**src/rtl/pre_pkg.sv**
```systemverilog
// Shared definitions for the symmetry-fold preprocessor: fold mode encodings and
// small width/lane-indexing helpers used by pre_fold_pipe and pre_fold_lane.
package pre_pkg;

    localparam logic [1:0] MODE_PASS = 2'b00;
    localparam logic [1:0] MODE_ODD  = 2'b01;
    localparam logic [1:0] MODE_EVEN = 2'b10;

    function automatic int fold_width(input int m, input int n);
        return m + n;
    endfunction

    // Bit offset of a lane inside a packed multi-lane bus.
    function automatic int lane_base(input int lane, input int w);
        return lane * w;
    endfunction

endpackage

```
**src/rtl/pre_fold_lane.sv**
```systemverilog
// Combinational fold of one signed lane: abs for ODD/EVEN with saturation of the
// most-negative code, then clamp of the magnitude to XMAX; PASS leaves the lane untouched.
module pre_fold_lane
    import pre_pkg::*;
#(
    parameter int W    = 12,
    parameter int XMAX = (1 << (W - 1)) - 1
) (
    input  logic [W-1:0] x,
    input  logic [1:0]   mode,
    output logic [W-1:0] y,
    output logic         neg,
    output logic         flag
);

    localparam logic [W-1:0] MOST_NEG = {1'b1, {(W-1){1'b0}}};
    localparam logic [W-1:0] MOST_POS = {1'b0, {(W-1){1'b1}}};
    localparam logic [W-2:0] LIMIT    = XMAX[W-2:0];

    logic         fold;
    logic         sat;
    logic [W-1:0] mag;

    // Mode 11 falls through to PASS because fold only recognises ODD and EVEN.
    always_comb begin
        fold = (mode == MODE_ODD) || (mode == MODE_EVEN);
        sat  = (x == MOST_NEG);
        mag  = sat ? MOST_POS : (x[W-1] ? -x : x);
        y    = x;
        neg  = 1'b0;
        flag = 1'b0;
        if (fold) begin
            neg  = (mode == MODE_ODD) && x[W-1];
            flag = sat;
            y    = mag;
            if (mag[W-2:0] > LIMIT) begin
                y    = {1'b0, LIMIT};
                flag = 1'b1;
            end
        end
    end

endmodule

```
**src/rtl/pre_fold_pipe.sv**
```systemverilog
// Multi-lane sign/abs fold preprocessor with a 2-stage valid/ready pipe and sideband.
// Optional flagged-lane statistics counter enabled by defining PRE_FOLD_STATS_EN.
module pre_fold_pipe
    import pre_pkg::*;
#(
    parameter int M     = 4,
    parameter int N     = 8,
    parameter int LANES = 4,
    parameter int XMAX  = (1 << (M + N - 1)) - 1,
    parameter int CNT_W = 16,
    localparam int W    = fold_width(M, N)
) (
    input  logic               clk,
    input  logic               rst,
    input  logic               in_valid,
    output logic               in_ready,
    input  logic [1:0]         in_mode,
    input  logic [LANES*W-1:0] x_in,
    output logic               out_valid,
    input  logic               out_ready,
    output logic [LANES*W-1:0] x_out,
    output logic [LANES-1:0]   sign_out,
    output logic [LANES-1:0]   neg_out,
`ifdef PRE_FOLD_STATS_EN
    input  logic               cnt_clr,
    output logic [CNT_W-1:0]   flag_cnt,
`endif
    output logic [LANES-1:0]   flag_out
);

    logic               s1_v;
    logic [LANES*W-1:0] s1_x;
    logic [1:0]         s1_mode;
    logic [LANES-1:0]   s1_sign;
    logic               s2_v;

    logic               s1_load;
    logic               s2_load;
    logic [LANES-1:0]   in_sign;
    logic [LANES*W-1:0] fold_x;
    logic [LANES-1:0]   fold_neg;
    logic [LANES-1:0]   fold_flag;

    for (genvar i = 0; i < LANES; i++) begin : g_lane
        assign in_sign[i] = x_in[lane_base(i, W) + W - 1];

        pre_fold_lane #(
            .W    (W),
            .XMAX (XMAX)
        ) u_lane (
            .x    (s1_x[lane_base(i, W) +: W]),
            .mode (s1_mode),
            .y    (fold_x[lane_base(i, W) +: W]),
            .neg  (fold_neg[i]),
            .flag (fold_flag[i])
        );
    end

    // Stage 2 frees up whenever the consumer takes it, so a full pipe still accepts under flow.
    always_comb begin
        s2_load  = !s2_v || out_ready;
        s1_load  = !s1_v || s2_load;
        in_ready = !rst && s1_load;
    end

    always_ff @(posedge clk) begin
        if (rst) begin
            s1_v      <= 1'b0;
            s1_x      <= '0;
            s1_mode   <= MODE_PASS;
            s1_sign   <= '0;
            s2_v      <= 1'b0;
            x_out     <= '0;
            sign_out  <= '0;
            neg_out   <= '0;
            flag_out  <= '0;
        end else begin
            if (s1_load) begin
                s1_v <= in_valid;
                if (in_valid) begin
                    s1_x    <= x_in;
                    s1_mode <= in_mode;
                    s1_sign <= in_sign;
                end
            end
            if (s2_load) begin
                s2_v <= s1_v;
                if (s1_v) begin
                    x_out    <= fold_x;
                    sign_out <= s1_sign;
                    neg_out  <= fold_neg;
                    flag_out <= fold_flag;
                end
            end
        end
    end

    assign out_valid = s2_v;

`ifdef PRE_FOLD_STATS_EN
    logic [CNT_W-1:0] pop;
    logic [CNT_W:0]   sum;

    always_comb begin
        pop = '0;
        for (int i = 0; i < LANES; i++) begin
            pop = pop + CNT_W'(flag_out[i]);
        end
        sum = {1'b0, flag_cnt} + {1'b0, pop};
    end

    // Clear takes priority over a beat leaving in the same cycle.
    always_ff @(posedge clk) begin
        if (rst || cnt_clr) begin
            flag_cnt <= '0;
        end else if (out_valid && out_ready) begin
            flag_cnt <= sum[CNT_W] ? '1 : sum[CNT_W-1:0];
        end
    end
`endif

endmodule

```
**config.mk**
```make
export PLATFORM = sky130hd
export DESIGN_NAME = pre_fold_pipe
export DESIGN_NICKNAME = d
export VERILOG_FILES = /design/src/rtl/pre_pkg.sv /design/src/rtl/pre_fold_lane.sv /design/src/rtl/pre_fold_pipe.sv
export SDC_FILE = /design/constraint.sdc
export NUM_CORES = 1
export LEC_CHECK = 0
export BUFFER_PORTS_ARGS = -buffer_cell sky130_fd_sc_hd__buf_2
export CAP_MARGIN = 30
export CORE_UTILIZATION = 56
export CTS_CLUSTER_DIAMETER = 120
export DETAILED_ROUTE_END_ITERATION = 12
export GPL_TIMING_DRIVEN = 1
export PLACE_DENSITY = 0.8
export SYNTH_ARGS = -nofsm -noshare
export SYNTH_HDL_FRONTEND = slang
export SYNTH_HIERARCHICAL = 1
export SYNTH_SLANG_ARGS = --single-unit
```
**constraint.sdc**
```tcl
create_clock -name clk -period 2.2 [get_ports clk]
set_input_delay 0.44 -clock clk [delete_from_list [all_inputs] [get_ports clk]]
set_output_delay 0.44 -clock clk [all_outputs]
set_load 0.02 [all_outputs]
```
==> results of run 1 <==
[power groups by stage]
stage	clock (mW)	sequential (mW)	combinational (mW)
after global routing	1.17	2.25	0.927
after global placement	0	2.27	0.802
final	1.07	2.23	0.834
after detailed placement	0	2.27	0.822
after floorplan	0	2.28	0.612
after CTS	1.09	2.23	0.828
[cell usage after synthesis, types with 5 or more instances]
| cell | count | area share |
|---|---|---|
| nand2_1 | 12 | 0.0072 |
| inv_1 | 21 | 0.013 |
| or3_4 | 12 | 0.022 |
| mux2i_1 | 50 | 0.080 |
| dfxtp_1 | 112 | 0.36 |
| nor2b_1 | 12 | 0.012 |
| a31oi_1 | 12 | 0.012 |
| buf_2 | 23 | 0.018 |
| buf_12 | 5 | 0.016 |
| clkbuf_1 | 23 | 0.014 |
| o311ai_0 | 8 | 0.011 |
| clkbuf_2 | 5 | 0.0040 |
| a21oi_1 | 79 | 0.063 |
| nand2b_1 | 108 | 0.11 |
| o21ai_0 | 92 | 0.074 |
| o21ai_1 | 8 | 0.0064 |
| o21a_1 | 8 | 0.0096 |
| nand3_1 | 64 | 0.051 |
| ha_1 | 12 | 0.024 |
| nor2_1 | 33 | 0.020 |
[metrics by stage]
step	util	cells	instance area, sq um	power (mW)	hold slack [ns]
2_1_floorplan	-	753	6260	2.89	0.461
3_3_place_gp	0.624	963	6790	3.07	0.460
3_5_place_dp	0.624	963	6790	3.10	0.468
4_1_cts	0.637	976	6940	4.15	0.271
5_1_grt	0.639	977	6960	4.34	0.270
6_report	0.639	977	6960	4.14	0.286
[final timing paths]
check / cells after the start / slack (ns) / end / start
max: 8 / 0.25 / x_out[34] / s1_x[24]
min: 3 / 0.29 / s1_v / in_valid
max reg2reg: 8 / 0.25 / x_out[34] / s1_x[24]
min reg2reg: 2 / 0.48 / flag_out[1] / flag_out[1]
[cell type report]
cell class                      instances  area, sq um  share of cell area
Multi-Input combinational cell        561         3600               0.517
Clock buffer                            9          124              0.0178
Sequential cell                       112         2240               0.322
Timing Repair Buffer                  130          716               0.103
Tap cell                              140          175              0.0252
Clock inverter                          4         25.0             0.00360
Inverter                               21         78.8              0.0113
[flip-flops by register name, summed over array words and instances (netlist names)]
name,flops
sign_out,4
flag_out,4
x_out,48
s1_x,48
s1_mode,2
out_valid,1
s1_v,1
neg_out,4
[per-layer routing]
metal	GRT usage	share of wire
met4	0.0930	0.016
met5	0	0
met1	0.345	0.46
met3	0.0369	0.059
met2	0.403	0.46
[worst max-delay path, delay by kind of cell, from the launching register on]
kind | cells | cell delay (ns)
DFF | 1 | 0.35
adders and majority gates | 1 | 0.17
and+or+nand+nor | 3 | 0.56
AOI/OAI and AO/OA | 3 | 0.73
buffers and inverters | 1 | 0.08
[kinds of logic after synthesis]
group	synth area share
buffers and inverters	0.0689
flip-flops	0.358
AO/OA/AOI/OAI	0.220
adder cells (fa/ha/maj)	0.0240
multiplexers	0.0799
AND/OR/NAND/NOR	0.249
==> flow_summary.yaml, run 1 <==
floorplanning:
  die_y_microns: 108
  row_count: 38
  io_pins: 116
  initial_core_util: 0.575
  core_sq_um: 10900
  fp.dieW_microns: 108
  dieArea_sq_um: 11600
setup_path:
  critical_path_class: "register to register"
  cp_slowest_stage_delay_ns: 0.40
  worstSetupEndpointType: "register"
  cp.required_ns: 2.52
  cp_slowest_cell: "o311ai_0"
  crit_chain: "inv_1, ha_1, nor2b_1, nand2_1, o311ai_0, o21a_1, nand3_1, a21oi_1"
  cp.arrival_ns: 2.27
  path_max_fanout: 4
  crit_path_start_kind: "register"
drt:
  wl_microns: 14300
  antenna_left: 0
  drt_pre_antenna_iters: 5
  drc: 0
  drt_iter0_markers: 277
  detail_route.wl_per_cell_microns: 14.7
  vias: 5583
  via_per_inst: 5.71
timing:
  setup_viol: 0
  min_period_ns: 1.95
  worstMarginPinSlew_ns: 0.635
  hold_viol: 0
  rsz0062_at_grt: "false"
  tns_ns: 0
  finalWorstSetupSlack_ns: 0.251
  period_share: 0.886
  max-slew-margin-rel: 0.576
  timing.fmax_mhz: 513
  maxSlewViolCount: 0
  finClkSkew_ns: 0.0102
power_and_ir_drop:
  p_switching_mw: 1.28
  intPower_mw: 2.86
  leakagePower_nw: 2.76
  seqPwrFrac: 0.539
  p_clk_frac: 0.259
  switching_share: 0.310
  powerDensity_nw_per_um2: 594
  pwr-share-comb: 0.202
  ir_worst_vdd_v: 0.000366
cts:
  clkSlewWorstSetupHoldPaths_ns: 0.09
  clk_latency_ns: 0.39
  cts_made_buffers: 9
  cts_buffer_depth: 2
  cts_tree: "yes"
  cts-root-buf: "clkbuf_8"
  cts-resized-gates: 0
  h-tree-depth: 3
  post_cts_buffers: 0
  cts_num_sinks: 112
  cts_hold_buf: 0
synth:
  synth_edf_count: 0
  yosysSeqAreaShare: 0.358
  synthDistinctLibCells: 37
  synth_ff_type: "dfxtp_1"
  syn-cell-area_sq_um: 6260
  yosysWarnings: 6
  synth_nets: 819
  async_reset_ff_frac: 0
  syn_avg_cell_area_sq_um: 8.32
  synth-seq-cells: 112
  netlist_instances: 753
grt:
  grt_use_total: 0.253
  overflow: 0
  grt_pass1_vias: 4997
  antenna_found_initial: 0
  grt_max_degree: 96
  grt_first_pass_wirelength_microns: 23500
finish:
  layout-drive-gt1-share: 0.209
  final_common_cell: "buf_2"
  diodes: 0
  fin_nets: 901
  mostFrequentLayoutCells: "buf_2 (114), dfxtp_1 (111), nand2b_1 (108), o21ai_0 (92), a21oi_1 (79)"
  fillers: 963
  area.growth.synth_to_final_pct: 11.1
outcome:
  status: "finished, final reports clean"
placed_design:
  place_ws_ns: 0.307
  portBuffers: 115
  hpwlAfterDp_microns: 9740
  place.gp.congestion: 0.886
worst_hold_path:
  worstHoldPathType: "input port to register"
flow_run:
  maxCapViolations: 0
Note: power is estimated with default switching activity, not from simulation.
==> run 2, diff against run 1 <==
--- a/config.mk
+++ b/config.mk
@@ -5,13 +5,16 @@
 export SDC_FILE = /design/constraint.sdc
 export NUM_CORES = 1
 export LEC_CHECK = 0
+export ABC_CLOCK_PERIOD_IN_PS = 2200
 export BUFFER_PORTS_ARGS = -buffer_cell sky130_fd_sc_hd__buf_2
 export CAP_MARGIN = 30
-export CORE_UTILIZATION = 56
+export CELL_PAD_IN_SITES_DETAIL_PLACEMENT = 0
+export CELL_PAD_IN_SITES_GLOBAL_PLACEMENT = 1
+export CORE_UTILIZATION = 42
 export CTS_CLUSTER_DIAMETER = 120
 export DETAILED_ROUTE_END_ITERATION = 12
 export GPL_TIMING_DRIVEN = 1
-export PLACE_DENSITY = 0.8
+export PLACE_DENSITY_LB_ADDON = 0.1
 export SYNTH_ARGS = -nofsm -noshare
 export SYNTH_HDL_FRONTEND = slang
 export SYNTH_HIERARCHICAL = 1
==> flow_summary.yaml, run 2 (synthesized netlist as in run 1, its figures left out) <==
power_and_ir_drop:
  intPower_mw: 3.25
  p_total_mw: 4.67
  p_clk_frac: 0.340
  ir_worst_vdd_v: 0.000374
  powerDensity_nw_per_um2: 651
  p_switching_mw: 1.42
  leakagePower_nw: 2.83
  pwr-share-comb: 0.182
  seqPwrFrac: 0.478
  switching_share: 0.304
finish:
  top_regs: "s1_x: 48 flops, x_out: 48 flops"
  area.growth.synth_to_final_pct: 14.6
  diodes: 0
  layout-drive-gt1-share: 0.214
  final_common_cell: "buf_2"
  mostFrequentLayoutCells: "buf_2 (114), dfxtp_1 (111), nand2b_1 (108), o21ai_0 (92), a21oi_1 (79)"
  fin_nets: 903
timing:
  hold_viol: 0
  setup_viol: 0
  finClkSkew_ns: 0.0103
  min_period_ns: 1.93
  rsz0062_at_grt: "false"
  worstMarginPinSlew_ns: 0.558
  tns_ns: 0
  max-slew-margin-rel: 0.628
  maxSlewViolCount: 0
  timing.fmax_mhz: 518
  period_share: 0.877
grt:
  antenna_found_initial: 0
  overflow: 0
  grt_use_total: 0.211
  grt_max_degree: 97
  grt_pass1_vias: 5090
  grt_first_pass_wirelength_microns: 25400
drt:
  drc: 0
  detail_route.wl_per_cell_microns: 15.5
  via_per_inst: 5.45
  wl_microns: 15900
  drt_iter0_markers: 345
  vias: 5594
  antenna_left: 0
  drt_pre_antenna_iters: 4
placed_design:
  portBuffers: 115
  place.gp.congestion: 0.881
  hpwlAfterDp_microns: 10800
cts:
  post_cts_buffers: 0
  cts_made_buffers: 9
  cts_hold_buf: 0
  cts_buffer_depth: 2
  clk_latency_ns: 0.37
  h-tree-depth: 3
  cts-root-buf: "clkbuf_16"
  cts_num_sinks: 112
  cts_tree: "yes"
  clkSlewWorstSetupHoldPaths_ns: 0.08
  cts-resized-gates: 0
setup_path:
  cp.required_ns: 1.76
  cp_slowest_cell: "nor2b_4"
  crit_path_start_kind: "register"
  crit_chain: "nor2b_4, a21oi_1, buf_2"
  cp.arrival_ns: 1.49
  rr_endpoint: "x_out[17]"
  reg2reg_from: "s1_mode[0]"
  crit_family: "simple AND/OR/NAND/NOR gates"
  worstSetupEndpointType: "output pin"
  critical_path_class: "register to output pin"
  r2r_slack_ns: 0.31
  cp_slowest_stage_delay_ns: 0.45
  reg2reg_depth: 9
  path_max_fanout: 17
  crit_buf_inv: 1
floorplanning:
  core_sq_um: 14500
  initial_core_util: 0.431
  row_count: 44
  die_y_microns: 124
  fp.dieW_microns: 124
  io_pins: 116
  dieArea_sq_um: 15400
worst_hold_path:
  min-delay-start: "x_in[32]"
  hold_depth: 3
  worstHoldPathType: "input port to register"
  hold_end: "s1_x[32]"
flow_run:
  maxCapViolations: 0
outcome:
  status: "finished, final reports clean"
run 2: area by class of cell:
class	count	area, sq um
sequential	112	2240
clock inverter	7	56.3
timing repair buffer	132	743
fill	1433	7360
clock buffer	9	225
inverter	21	78.8
tap	184	230
multi-input combinational	561	3600
run 2: worst max path at each step:
stage / startpoint / end / slack [ns] / cells after the start
global placement: out_ready / x_out[17] / 0.32 / 4
CTS: out_valid / in_ready / 0.25 / 3
detailed placement: s1_mode[0] / x_out[17] / 0.33 / 9
floorplan: rst / in_ready / 0.36 / 5
global route: s1_mode[0] / x_out[41] / 0.14 / 9
finish: out_valid / in_ready / 0.27 / 3
run 2: stage by stage:
| stage | utilization | cell area, sq um | hold WS (ns) | setup slack, ns | std cells |
|---|---|---|---|---|---|
| after global placement | 0.473 | 6870 | 0.461 | 0.322 | 1009 |
| after detailed placement | 0.474 | 6890 | 0.465 | 0.327 | 1010 |
| after global routing | 0.494 | 7180 | 0.325 | 0.137 | 1026 |
| after floorplan | - | 6260 | 0.461 | 0.362 | 753 |
| final | 0.494 | 7180 | 0.325 | 0.270 | 1026 |
| after CTS | 0.494 | 7180 | 0.319 | 0.248 | 1026 |
run 2: per-layer routing:
layer | up-vias | part of all wire | global-route usage
li1 | 2832 | - | -
met1 | 2606 | 0.50 | 0.292
met2 | 146 | 0.44 | 0.331
met3 | 10 | 0.050 | 0.0435
met4 | 0 | 0.0092 | 0.0528
met5 | - | 0 | 0
run 2: power by group through the flow:
stage	clock, mW	sequential, mW	combinational [mW]
floorplan	0	2.28	0.612
global placement	0	2.27	0.836
detailed placement	0	2.28	0.849
CTS	1.64	2.23	0.852
global route	1.73	2.25	0.944
finish	1.59	2.23	0.851
run 2: tightest hold or removal path, delay by kind of cell:
kind,cells,cell delay (ns)
muxes,1,0.06
buffers and inverters,1,0.10
and+or+nand+nor,1,0.05
